## config.mk

```make
export PLATFORM = sky130hd
export DESIGN_NAME = seg_scan_decoder
export DESIGN_NICKNAME = d
export VERILOG_FILES = /design/src/rtl/seg_scan_decoder.sv
export SDC_FILE = /design/constraint.sdc
export NUM_CORES = 1
export LEC_CHECK = 0
export ABC_AREA = 0
export CORE_MARGIN = 2
export CORE_UTILIZATION = 65
export CTS_BUF_LIST = sky130_fd_sc_hd__clkbuf_4
export CTS_CLUSTER_SIZE = 20
export DETAILED_ROUTE_END_ITERATION = 6
export DONT_BUFFER_PORTS = 1
export PLACE_DENSITY = 0.78
export SYNTH_ARGS = -nofsm -noshare
export SYNTH_HDL_FRONTEND = slang
export SYNTH_SLANG_ARGS = --single-unit
export TNS_END_PERCENT = 10
```

## constraint.sdc

```tcl
create_clock -name clk -period 2.3 [get_ports clk]
set_clock_uncertainty 0.05 [all_clocks]
set_input_delay 0.115 -clock clk [delete_from_list [all_inputs] [get_ports clk]]
set_output_delay 0.115 -clock clk [all_outputs]
set_load 0.005 [all_outputs]
```

## src/rtl/seg_scan_decoder.sv

```systemverilog
// Decodes a scanned 8-digit active-low 7-segment bus back into a 32-bit word and decimal points.
// Optional macro DEC_TIMEOUT_EN drops partial frames after TIMEOUT idle cycles.
module seg_scan_decoder #(
    parameter int STABLE_CYC = 4,
    parameter int TIMEOUT    = 1048576
) (
    input  logic        clk,
    input  logic        Rst,
    input  logic [2:0]  which,
    input  logic [7:0]  seg,
    output logic [31:0] data_out,
    output logic [7:0]  dp_out,
    output logic        valid,
    output logic        glyph_err,
    output logic        all8,
    output logic        timeout
);
    localparam int CW = $clog2(STABLE_CYC + 1);

    if (STABLE_CYC < 2 || TIMEOUT < 1) begin : g_param_err
        $error("seg_scan_decoder: STABLE_CYC must be >= 2 and TIMEOUT >= 1");
    end

    logic [2:0]    s_which_reg, p_which_reg;
    logic [7:0]    s_seg_reg, p_seg_reg;
    logic [CW-1:0] stab_cnt_reg;
    logic [7:0]    mask_reg, mask_next;
    logic [31:0]   shadow_reg, shadow_next;
    logic [7:0]    shadow_dp_reg, shadow_dp_next;
    logic          err_reg, err_next;
    logic [31:0]   data_out_reg;
    logic [7:0]    dp_out_reg;
    logic          valid_reg, glyph_err_reg, all8_reg, timeout_reg;
    logic          blank, same, accept, complete, expire;
    logic [4:0]    dec;
    logic [7:0]    digit_sel;

    // Returns {decodable, nibble} for a gfedcba pattern with lit segments as 1.
    function automatic logic [4:0] decode(input logic [6:0] g);
        case (g)
            7'h3F: decode = 5'h10;
            7'h06: decode = 5'h11;
            7'h5B: decode = 5'h12;
            7'h4F: decode = 5'h13;
            7'h66: decode = 5'h14;
            7'h6D: decode = 5'h15;
            7'h7D: decode = 5'h16;
            7'h07: decode = 5'h17;
            7'h7F: decode = 5'h18;
            7'h6F: decode = 5'h19;
            7'h77: decode = 5'h1A;
            7'h7C: decode = 5'h1B;
            7'h39: decode = 5'h1C;
            7'h5E: decode = 5'h1D;
            7'h79: decode = 5'h1E;
            7'h71: decode = 5'h1F;
            default: decode = 5'h00;
        endcase
    endfunction

    assign dec      = decode(~s_seg_reg[6:0]);
    assign blank    = (s_seg_reg[6:0] == 7'h7F);
    assign same     = (s_which_reg == p_which_reg) && (s_seg_reg == p_seg_reg);
    // Counter can only reach STABLE_CYC by stepping up from STABLE_CYC-1 on a matching sample.
    assign accept   = !blank && same && (stab_cnt_reg == CW'(STABLE_CYC - 1));
    assign complete = (mask_reg == 8'hFF);

    for (genvar gi = 0; gi < 8; gi++) begin : g_sel
        assign digit_sel[gi] = accept && (s_which_reg == 3'(gi));
    end

    always_comb begin
        mask_next      = complete ? 8'h00 : mask_reg;
        err_next       = complete ? 1'b0 : err_reg;
        shadow_next    = shadow_reg;
        shadow_dp_next = shadow_dp_reg;
        for (int k = 0; k < 8; k++) begin
            if (digit_sel[k]) begin
                shadow_next[4*k +: 4] = dec[4] ? dec[3:0] : 4'h0;
                shadow_dp_next[k]     = ~s_seg_reg[7];
            end
        end
        mask_next = mask_next | digit_sel;
        if (accept && !dec[4]) begin
            err_next = 1'b1;
        end
        if (expire) begin
            mask_next = 8'h00;
            err_next  = 1'b0;
        end
    end

`ifdef DEC_TIMEOUT_EN
    localparam int IW = $clog2(TIMEOUT + 1);
    logic [IW-1:0] idle_cnt_reg;

    assign expire = !accept && !complete && (mask_reg != 8'h00)
                    && (idle_cnt_reg == IW'(TIMEOUT - 1));

    always_ff @(posedge clk) begin
        if (Rst) begin
            idle_cnt_reg <= '0;
        end else if (accept || (mask_reg == 8'h00) || expire) begin
            idle_cnt_reg <= '0;
        end else begin
            idle_cnt_reg <= idle_cnt_reg + IW'(1);
        end
    end
`else
    assign expire = 1'b0;
`endif

    always_ff @(posedge clk) begin
        if (Rst) begin
            // Sample registers reset to "blank" so no phantom digit is counted after reset.
            s_which_reg   <= 3'd0;
            s_seg_reg     <= 8'hFF;
            p_which_reg   <= 3'd0;
            p_seg_reg     <= 8'hFF;
            stab_cnt_reg  <= '0;
            mask_reg      <= 8'h00;
            shadow_reg    <= 32'h0;
            shadow_dp_reg <= 8'h00;
            err_reg       <= 1'b0;
            data_out_reg  <= 32'h0;
            dp_out_reg    <= 8'h00;
            valid_reg     <= 1'b0;
            glyph_err_reg <= 1'b0;
            all8_reg      <= 1'b0;
            timeout_reg   <= 1'b0;
        end else begin
            s_which_reg <= which;
            s_seg_reg   <= seg;
            if (!blank) begin
                p_which_reg <= s_which_reg;
                p_seg_reg   <= s_seg_reg;
                if (!same) begin
                    stab_cnt_reg <= CW'(1);
                end else if (stab_cnt_reg != CW'(STABLE_CYC)) begin
                    stab_cnt_reg <= stab_cnt_reg + CW'(1);
                end
            end
            mask_reg      <= mask_next;
            shadow_reg    <= shadow_next;
            shadow_dp_reg <= shadow_dp_next;
            err_reg       <= err_next;
            valid_reg     <= complete;
            timeout_reg   <= expire;
            if (complete) begin
                data_out_reg  <= shadow_reg;
                dp_out_reg    <= shadow_dp_reg;
                glyph_err_reg <= err_reg;
                all8_reg      <= (shadow_reg == 32'h88888888) && (shadow_dp_reg == 8'hFF);
            end
        end
    end

    assign data_out  = data_out_reg;
    assign dp_out    = dp_out_reg;
    assign valid     = valid_reg;
    assign glyph_err = glyph_err_reg;
    assign all8      = all8_reg;
    assign timeout   = timeout_reg;
endmodule
```

==> results.toml, run 1 <==
[status]
status = "finished, final reports clean"

[power_and_ir_drop]
power_mw = 3.854
p_sw_share_pct = 24.76
power_frac_comb_pct = 6.5
p_int_mw = 2.900
clockPowerShare_pct = 39.7
ir_worst_vdd_v = 0.0004071
p_leak_nw = 1.858
switching_power_mw = 0.9544
seqPwrFrac_pct = 53.8
p_per_area_nw_per_um2 = 707.8

[worst_setup_path]
cp.buffers_inverters = 1
critical-path-top-delay-family = "simple AND/OR/NAND/NOR gates"
critPathKind = "reg2reg"
crit_required_ns = 2.64
worstPathCellList = "xnor2_1 -> nand4_1 -> buf_4 -> nor4_4 -> mux2i_1 -> nor2_1"
crit_path_end_kind = "flop"
path_max_fanout = 10
r2r_slack_ns = 0.13
crit_path_start_kind = "flop"
max_stage_delay_ns = 0.61
crit_slowest_cell = "nor4_4"
worst_ep_arrival_time_ns = 2.51

[place]
dp_cells = 623
io_buffers = 0
placed_cell_area_um2 = 4952
dp_hpwl_um = 7134
place.gp.congestion = 0.8629

[global_routing]
use_met1_pct = 33.96
grt_pass1_wl_um = 17710
grtUsageMet2_pct = 43.70
grt_use_total_pct = 26.78
top_usage_layer = "met2"
antenna_found_initial = 0
grt_overflow = 0
grt_max_degree = 119
use_met3_pct = 6.556
grt_pass1_vias = 3678

[timing]
fin_crit_ns = 2.169
slew_viol_final = 0
fin_tns_setup_ns = 0
finalCritPeriodShare_pct = 94.30
maxSlewHeadroom_pct = 47.55
fmax_mhz = 461.0
finalHoldViolCount = 0
setup_violations = 0
rsz0062_at_grt = "no"
tightestPinTransition_ns = 0.7840

[finish]
multi_input_area_um2 = 2355
final_cells = 672
layout-drive-gt1-share_pct = 13.26
n_antenna_cell = 0
nFillCells = 556
final_nets = 576
area_growth_pct = 10.37
fin_area_um2 = 5445
final_util_pct = 74.67
seqCellArea_um2 = 2342

[synth]
synth.avg_cell_area_um2 = 8.921
synth_seq_cells = 117
synth_ff_type = "dfxtp_1"
yosys_warnings = 0
synth_area_leaders = "dfxtp_1 (47%), nand2_1 (7.2%), mux2i_1 (6.5%), a21oi_1 (5.7%), nor2_1 (4.6%)"
yosys.area.top_type = "dfxtp_1"
synthesis.instances = 553
synth_cell_types = 50
synth_enable_flop_cells = 0
yosysTopAreaCellShare_pct = 47.48
syn-cell-area_um2 = 4933
synth_nets = 569
async_flop_share_pct = 0
ys_seq_area_share_pct = 47.48

[floorplanning]
dieHeight_um = 91.12
die_w_um = 91.12
start_util_pct = 67.66
fp.coreArea_um2 = 7292
die_area_um2 = 8303
rows = 31
boundaryPins = 57

[detailed_routing]
wl_per_cell_um = 16.05
vias_per_cell = 5.824
ant_nets = 0
drt_iter0_markers = 241
dr.pass1.iters = 4
num_vias = 3914
wirelength_um = 10790
drc_errors = 0

[clock_tree]
ctsHtreeMaxLevel = 4
clock_path_buffers = 2
cts_tree = "done"
cts_root_buf = "clkbuf_4"
cts_sinks = 117
clk_pin_slew_ns = 0.11
numCtsBuffers = 17
worstSkewPairLatency_ns = 0.51

[worst_hold_path]
hold_path.class = "in2reg"

[run]
maxCapViolations = 0
[kinds of logic (layout without fill, tap and decap cells)]
| kind of cell | Yosys count | count (layout) | share of synthesized area [%] |
|---|---|---|---|
| simple gates | 239 | 239 | 25.79 |
| mux | 32 | 32 | 6.493 |
| buf+inv | 51 | 71 | 5.224 |
| other cells | 1 | 1 | 0.07601 |
| compound gates | 96 | 96 | 11.69 |
| xor+xnor | 14 | 14 | 2.485 |
| fa+ha+maj | 3 | 3 | 0.7609 |
| flops | 117 | 117 | 47.48 |
[metal layers]
metal  vias up  part of all wire, %
met2       125                   48
met5         -                    0
met3        11                  6.9
met1      1872                   44
met4         0                  1.1
li1       1906                    -
[power groups by stage]
stage	logic, mW	registers, mW	clock network [mW]
5_1_grt	0.270	2.08	1.63
2_1_floorplan	0.206	2.10	0
3_3_place_gp	0.185	2.12	0
6_report	0.250	2.07	1.53
4_1_cts	0.241	2.07	1.55
3_5_place_dp	0.191	2.12	0
[worst register-to-register path, delay by kind of cell (launching register included)]
family	cells	cell delay, ns
xor+xnor	1	0.17
buf+inv	1	0.23
simple gates	3	0.79
flops	1	0.56
mux	1	0.26
[metrics by stage]
step | hold slack (ns) | worst slack (ns)
final | 0.1804 | 0.1310
after global placement | 0.1406 | 0.1126
after floorplan | 0.1688 | 0.4235
after CTS | 0.1411 | 0.01697
after detailed placement | 0.1427 | 0.04475
after global routing | 0.1621 | 0.001266
[layout by cell type, fill, tap and decap left out, types with 4 or more instances in the layout]
cell type | synthesis | final
and3b_1 | 7 | 7
nor2b_1 | 4 | 4
nor4_4 | 8 | 8
mux2i_1 | 32 | 32
a21oi_1 | 56 | 56
dfxtp_1 | 117 | 117
nor4_1 | 6 | 6
or2_2 | 10 | 9
clkinv_2 | 0 | 4
nor3b_1 | 5 | 5
nand4_1 | 9 | 9
nor4b_1 | 4 | 4
buf_4 | 8 | 21
o211ai_1 | 9 | 9
xnor2_1 | 13 | 13
nor2_1 | 60 | 59
nand2b_1 | 7 | 7
nor3_1 | 5 | 5
nand3_1 | 6 | 5
a211oi_1 | 11 | 11
o21ai_0 | 9 | 9
clkbuf_4 | 0 | 18
nand2_1 | 94 | 94
dlygate4sd3_1 | 0 | 13
[synth_stat cells, types with 5 or more instances]
library cell and count:
nor3b_1 5, nor3_1 5, mux2i_1 32, dfxtp_1 117
a211oi_1 11, nand3_1 6, nand2_1 94, a21oi_1 56
nor4_1 6, nand2b_1 7, or2_2 10, o21ai_0 9
nand4_1 9, nor2_1 60, buf_2 11, and3b_1 7
buf_4 8, clkbuf_1 24, o211ai_1 9, nor4_4 8
xnor2_1 13
[layout make-up]
cell class / count / area share, %
clock inverters: 14 / 2.918
clock buffers: 18 / 2.482
flip-flops and latches: 117 / 43.01
inverters: 4 / 0.2757
well taps: 99 / 2.275
multi-input cells: 385 / 43.24
repair buffers: 35 / 5.790
[path summary, 6_finish.rpt]
path,start,end,cells after the start
max reg2reg,s_seg_reg[1]$_SDFF_PP1_,shadow_dp_reg[3]$_SDFFE_PP0P_,6
min,seg[5],s_seg_reg[5]$_SDFF_PP1_,2
min reg2reg,data_out[23]$_SDFFE_PP0P_,data_out[23]$_SDFFE_PP0P_,2
max,s_seg_reg[1]$_SDFF_PP1_,shadow_dp_reg[3]$_SDFFE_PP0P_,6
[what timing repair did]
item / 4_1_cts / 5_1_grt
setup endpoints to repair: 0 / 19
hold endpoints to repair: 117 / 0
buffers inserted: 0 / 3
hold buffers: 14 / 0
resized for setup: 0 / 3
Note: power is estimated with default switching activity, not from simulation.
==> run 2: changes to the inputs <==
--- a/config.mk
+++ b/config.mk
@@ -7,12 +7,12 @@
 export LEC_CHECK = 0
 export ABC_AREA = 0
 export CORE_MARGIN = 2
-export CORE_UTILIZATION = 65
+export CORE_UTILIZATION = 40
 export CTS_BUF_LIST = sky130_fd_sc_hd__clkbuf_4
 export CTS_CLUSTER_SIZE = 20
 export DETAILED_ROUTE_END_ITERATION = 6
 export DONT_BUFFER_PORTS = 1
-export PLACE_DENSITY = 0.78
+export PLACE_DENSITY = 0.51
 export SYNTH_ARGS = -nofsm -noshare
 export SYNTH_HDL_FRONTEND = slang
 export SYNTH_SLANG_ARGS = --single-unit
==> constraint.sdc (replaced) <==
create_clock -name clk -period 2.8 [get_ports clk]
set_clock_uncertainty 0.05 [all_clocks]
set_input_delay 0.14 -clock clk [delete_from_list [all_inputs] [get_ports clk]]
set_output_delay 0.14 -clock clk [all_outputs]
set_load 0.005 [all_outputs]
==> results.toml, run 2 (synthesis gave the netlist of run 1 again) <==
[status]
status = "finished, final reports clean"

[timing]
finalCritPeriodShare_pct = 86.86
maxSlewHeadroom_pct = 10.08
fmax_mhz = 411.2
rsz0062_at_grt = "no"
finalHoldViolCount = 0
fin_crit_ns = 2.432
slew_viol_final = 0
setup_violations = 0
timing.final.ws_setup_ns = 0.3679
tightestPinTransition_ns = 1.334
fin_tns_setup_ns = 0
whs_ns = 0.1844

[worst_setup_path]
crit_path_start_kind = "flop"
critPathKind = "reg2reg"
crit_required_ns = 3.17
path_max_fanout = 17
worst_ep_arrival_time_ns = 2.81
r2r_slack_ns = 0.37
crit_path_end_kind = "flop"
rr_worst_depth = 5
rr_startpoint = "s_seg_reg[0]$_SDFF_PP1_"
crit-reg2reg-capture = "err_reg$_SDFFE_PP0P_"

[finish]
layout_commonest_cell = "dfxtp_1"
layout-drive-gt1-share_pct = 10.87
nFillCells = 1235
final_nets = 564
n_antenna_cell = 0
mostFrequentLayoutCells = "dfxtp_1 (117), nand2_1 (94), nor2_1 (59)"
fin_area_um2 = 5313
area_growth_pct = 7.685

[power_and_ir_drop]
p_per_area_nw_per_um2 = 538.2
p_sw_share_pct = 26.67
p_int_mw = 2.097
clockPowerShare_pct = 33.8
power_frac_comb_pct = 6.2
seqPwrFrac_pct = 60.0
p_leak_nw = 1.738
switching_power_mw = 0.7626
ir_worst_vdd_v = 0.0003259

[global_routing]
use_met3_pct = 4.744
grt_pass1_vias = 3515
grt_max_degree = 119
grt_overflow = 0
grtUsageMet2_pct = 26.78
grt_pass1_wl_um = 18210
grt_use_total_pct = 17.70
use_met1_pct = 24.15
top_usage_layer = "met2"
antenna_found_initial = 0

[place]
pre_cts_ws_ns = 0.3321
placed_cell_area_um2 = 4945
io_buffers = 0
dp_hpwl_um = 7143
place.gp.congestion = 0.8013

[worst_hold_path]
whs_path_depth = 2
hold_path.class = "in2reg"
whs_endpoint = "s_seg_reg[5]$_SDFF_PP1_"
hold_start = "seg[5]"

[clock_tree]
ctsHtreeMaxLevel = 4
worstSkewPairLatency_ns = 0.53
post_cts_buffers = 0
numCtsBuffers = 17
clk_pin_slew_ns = 0.10
clock_path_buffers = 2
cts_root_buf = "clkbuf_4"
cts_sinks = 117
cts_tree = "done"

[detailed_routing]
ant_nets = 0
drc_errors = 0
num_vias = 3733
drt_iter0_markers = 185
vias_per_cell = 5.273
dr.pass1.iters = 4
wirelength_um = 11110
wl_per_cell_um = 15.69

[floorplanning]
rows = 40
dieHeight_um = 115.1
die_w_um = 115.1
start_util_pct = 41.07
boundaryPins = 57
fp.coreArea_um2 = 12010
die_area_um2 = 13240

[run]
maxCapViolations = 0
[run 2: cell types whose count changed in the layout (fill, tap and decap cells not counted), sizes merged]
cell      before  now
clkbuf        18   19
buf           22   10
clkinvlp       2    3
inv            4    3
clkinv         9   11
bufinv         3    0
[run 2: critical path, stage by stage (launching register included)]
cell,delay (ns)
dfxtp_1,0.50
a211oi_1,0.30
a31oi_1,0.09
o41ai_2,1.08
or4_1,0.26
o31ai_2,0.06
[run 2: cell type report]
type                       instances  area (µm²)  area share (%)
clock buffer                      19       142.6           2.685
clock inverter                    13       67.56           1.272
inverter                           4       15.01          0.2826
multi-input combinational        385        2336           43.97
sequential                       117        2342           44.09
tap                              147       183.9           3.462
timing repair buffer              23       225.2           4.239
[run 2: stage by stage]
step	total power, mW	utilization, %	cells
4_1_cts	2.896	44.23	708
3_5_place_dp	1.891	41.17	662
5_1_grt	2.991	44.23	708
2_1_floorplan	1.894	-	553
6_report	2.859	44.23	708
3_3_place_gp	1.889	41.17	662
[run 2: worst max-delay path by stage]
stage                                        from                    to  slack, ns  cells past startpoint
after floorplan           s_seg_reg[1]$_SDFF_PP1_  err_reg$_SDFFE_PP0P_       0.92                      7
after global placement    s_seg_reg[3]$_SDFF_PP1_  err_reg$_SDFFE_PP0P_       0.38                      5
after detailed placement  s_seg_reg[3]$_SDFF_PP1_  err_reg$_SDFFE_PP0P_       0.33                      5
after CTS                 s_seg_reg[0]$_SDFF_PP1_  err_reg$_SDFFE_PP0P_       0.32                      5
after global routing      s_seg_reg[0]$_SDFF_PP1_  err_reg$_SDFFE_PP0P_       0.19                      4
final                     s_seg_reg[0]$_SDFF_PP1_  err_reg$_SDFFE_PP0P_       0.37                      5
[run 2: layer usage]
layer	part of all wire (%)	up-vias
met5	0	-
met4	1.3	0
met3	3.9	15
met2	45	61
met1	50	1764
li1	-	1893
[run 2: power by group through the flow]
stage | logic [mW] | registers [mW] | clock network (mW)
2_1_floorplan | 0.169 | 1.73 | 0
3_3_place_gp | 0.134 | 1.75 | 0
3_5_place_dp | 0.136 | 1.76 | 0
4_1_cts | 0.179 | 1.72 | 1.00
5_1_grt | 0.197 | 1.72 | 1.07
6_report | 0.177 | 1.72 | 0.966
[run 2: timing repair]
item                      4_1_cts  5_1_grt
hold buffers                   14        0
gates resized for setup         0        0
hold endpoints to repair      117        0
==> run 3: changes to the inputs <==
--- a/config.mk
+++ b/config.mk
@@ -6,13 +6,14 @@
 export NUM_CORES = 1
 export LEC_CHECK = 0
 export ABC_AREA = 0
+export CORE_ASPECT_RATIO = 2
 export CORE_MARGIN = 2
-export CORE_UTILIZATION = 40
+export CORE_UTILIZATION = 60
 export CTS_BUF_LIST = sky130_fd_sc_hd__clkbuf_4
 export CTS_CLUSTER_SIZE = 20
 export DETAILED_ROUTE_END_ITERATION = 6
 export DONT_BUFFER_PORTS = 1
-export PLACE_DENSITY = 0.51
+export PLACE_DENSITY = 0.73
 export SYNTH_ARGS = -nofsm -noshare
 export SYNTH_HDL_FRONTEND = slang
 export SYNTH_SLANG_ARGS = --single-unit
==> results.toml, run 3 (synthesis gave the netlist of run 1 again) <==
[detailed_routing]
dr.pass1.iters = 4
wl_per_cell_um = 16.18
wirelength_um = 10560
vias_per_cell = 5.796
drt_iter0_markers = 272
ant_nets = 0
num_vias = 3785
drc_errors = 0

[power_and_ir_drop]
power_mw = 3.059
p_leak_nw = 1.757
ir_worst_vdd_v = 0.0005538
p_per_area_nw_per_um2 = 577.6

[clock_tree]
cts_sinks = 117
clock_path_buffers = 2
numCtsBuffers = 17
ctsHtreeMaxLevel = 4
worstSkewPairLatency_ns = 0.51
clk_pin_slew_ns = 0.09
cts_root_buf = "clkbuf_4"
cts_tree = "done"

[finish]
nFillCells = 719
layout-drive-gt1-share_pct = 10.07
mostFrequentLayoutCells = "dfxtp_1 (117), nand2_1 (94), nor2_1 (59)"
area_growth_pct = 7.355
final_nets = 564
layout_commonest_cell = "dfxtp_1"

[floorplanning]
rows = 46
die_w_um = 68.12
fp.coreArea_um2 = 7943
boundaryPins = 57
dieHeight_um = 132.2
die_area_um2 = 9008
start_util_pct = 62.11

[worst_setup_path]
path_max_fanout = 18
crit_required_ns = 3.13
crit_path_start_kind = "flop"
rr_startpoint = "s_seg_reg[3]$_SDFF_PP1_"
crit_path_end_kind = "flop"
r2r_slack_ns = 0.38
crit-reg2reg-capture = "shadow_reg[4]$_SDFFE_PP0P_"
critPathKind = "reg2reg"
worst_ep_arrival_time_ns = 2.74
rr_worst_depth = 6

[worst_hold_path]
whs_endpoint = "s_seg_reg[2]$_SDFF_PP1_"
hold_start = "seg[2]"
whs_path_depth = 2
hold_path.class = "in2reg"

[timing]
fmax_mhz = 413.9
slew_viol_final = 0
tightestPinTransition_ns = 0.9059
fin_crit_ns = 2.416
rsz0062_at_grt = "no"
finalHoldViolCount = 0
maxSlewHeadroom_pct = 39.61
fin_tns_setup_ns = 0
finalCritPeriodShare_pct = 86.29
setup_violations = 0

[global_routing]
grt_pass1_vias = 3632
grt_overflow = 0
grt_use_total_pct = 25.52
grt_max_degree = 119
grt_pass1_wl_um = 17400
antenna_found_initial = 1

[status]
status = "finished, final reports clean"

[run]
maxCapViolations = 0

[place]
dp_hpwl_um = 7225
place.gp.congestion = 0.8699
io_buffers = 0
==> run 3: changes by cell type in the layout (fill, tap and decap cells not counted) <==
cell,change
bufinv_16,+3
clkinv_2,-6
clkinvlp_4,-2
diode_2,+1
==> run 3: repair_timing <==
action | CTS | global route
hold buffers | 14 | 0
hold endpoints to repair | 117 | 0
resized for setup | 0 | 0
setup buffers | 0 | 0
endpoints found under the setup margin | 0 | 0
==> run 3: worst max-delay path by stage <==
stage | from | end | slack (ns) | cells after the start
5_1_grt | s_seg_reg[3]$_SDFF_PP1_ | shadow_reg[4]$_SDFFE_PP0P_ | 0.21 | 6
6_report | s_seg_reg[3]$_SDFF_PP1_ | shadow_reg[4]$_SDFFE_PP0P_ | 0.38 | 6
4_1_cts | s_seg_reg[3]$_SDFF_PP1_ | shadow_reg[4]$_SDFFE_PP0P_ | 0.42 | 6
3_3_place_gp | s_seg_reg[3]$_SDFF_PP1_ | shadow_reg[4]$_SDFFE_PP0P_ | 0.55 | 6
2_1_floorplan | s_seg_reg[1]$_SDFF_PP1_ | err_reg$_SDFFE_PP0P_ | 0.92 | 7
3_5_place_dp | s_seg_reg[3]$_SDFF_PP1_ | shadow_reg[4]$_SDFFE_PP0P_ | 0.43 | 6
==> run 3: cell type report <==
cell class              instances  area (µm²)  area share (%)
flip-flops and latches        117        2342           44.22
multi-input cells             385        2336           44.11
repair buffers                 23       225.2           4.252
clock buffers                  19       142.6           2.693
well taps                      96       120.1           2.268
clock inverters                 8       112.6           2.126
inverters                       4       15.01          0.2835
diodes                          1       2.502         0.04725
==> run 3: per-layer routing <==
layer	share of wire (%)	vias to the layer above	track usage, %
met5	0	-	0
met4	3.3	0	12.33
met3	2.7	23	7.173
met2	55	75	44.82
met1	39	1799	26.44
li1	-	1888	-
==> run 3: power breakdown <==
group	internal, mW	switching [mW]	leakage, nW	total (mW)
clock	0.603	0.562	0.136	1.17
sequential	1.68	0.0357	0.948	1.72
combinational	0.0696	0.109	0.673	0.178
==> run 3: critical path, stage by stage (launching register included) <==
cell	delay, ns
dfxtp_1	0.72
xnor2_1	0.20
nand4_1	0.12
buf_4	0.23
nor3_1	0.38
and4_1	0.46
a211oi_1	0.13
==> run 3: per-stage QoR <==
step	instance area [µm²]	utilization [%]	std cells	setup slack [ns]	hold slack, ns
after floorplan	4933	-	553	0.9235	0.1938
after CTS	5294	66.65	652	0.4194	0.1726
after global placement	4881	61.45	611	0.5486	0.1691
after detailed placement	4881	61.45	611	0.4302	0.1688
after global routing	5296	66.68	653	0.2059	0.1679
final	5296	66.68	653	0.3840	0.2154
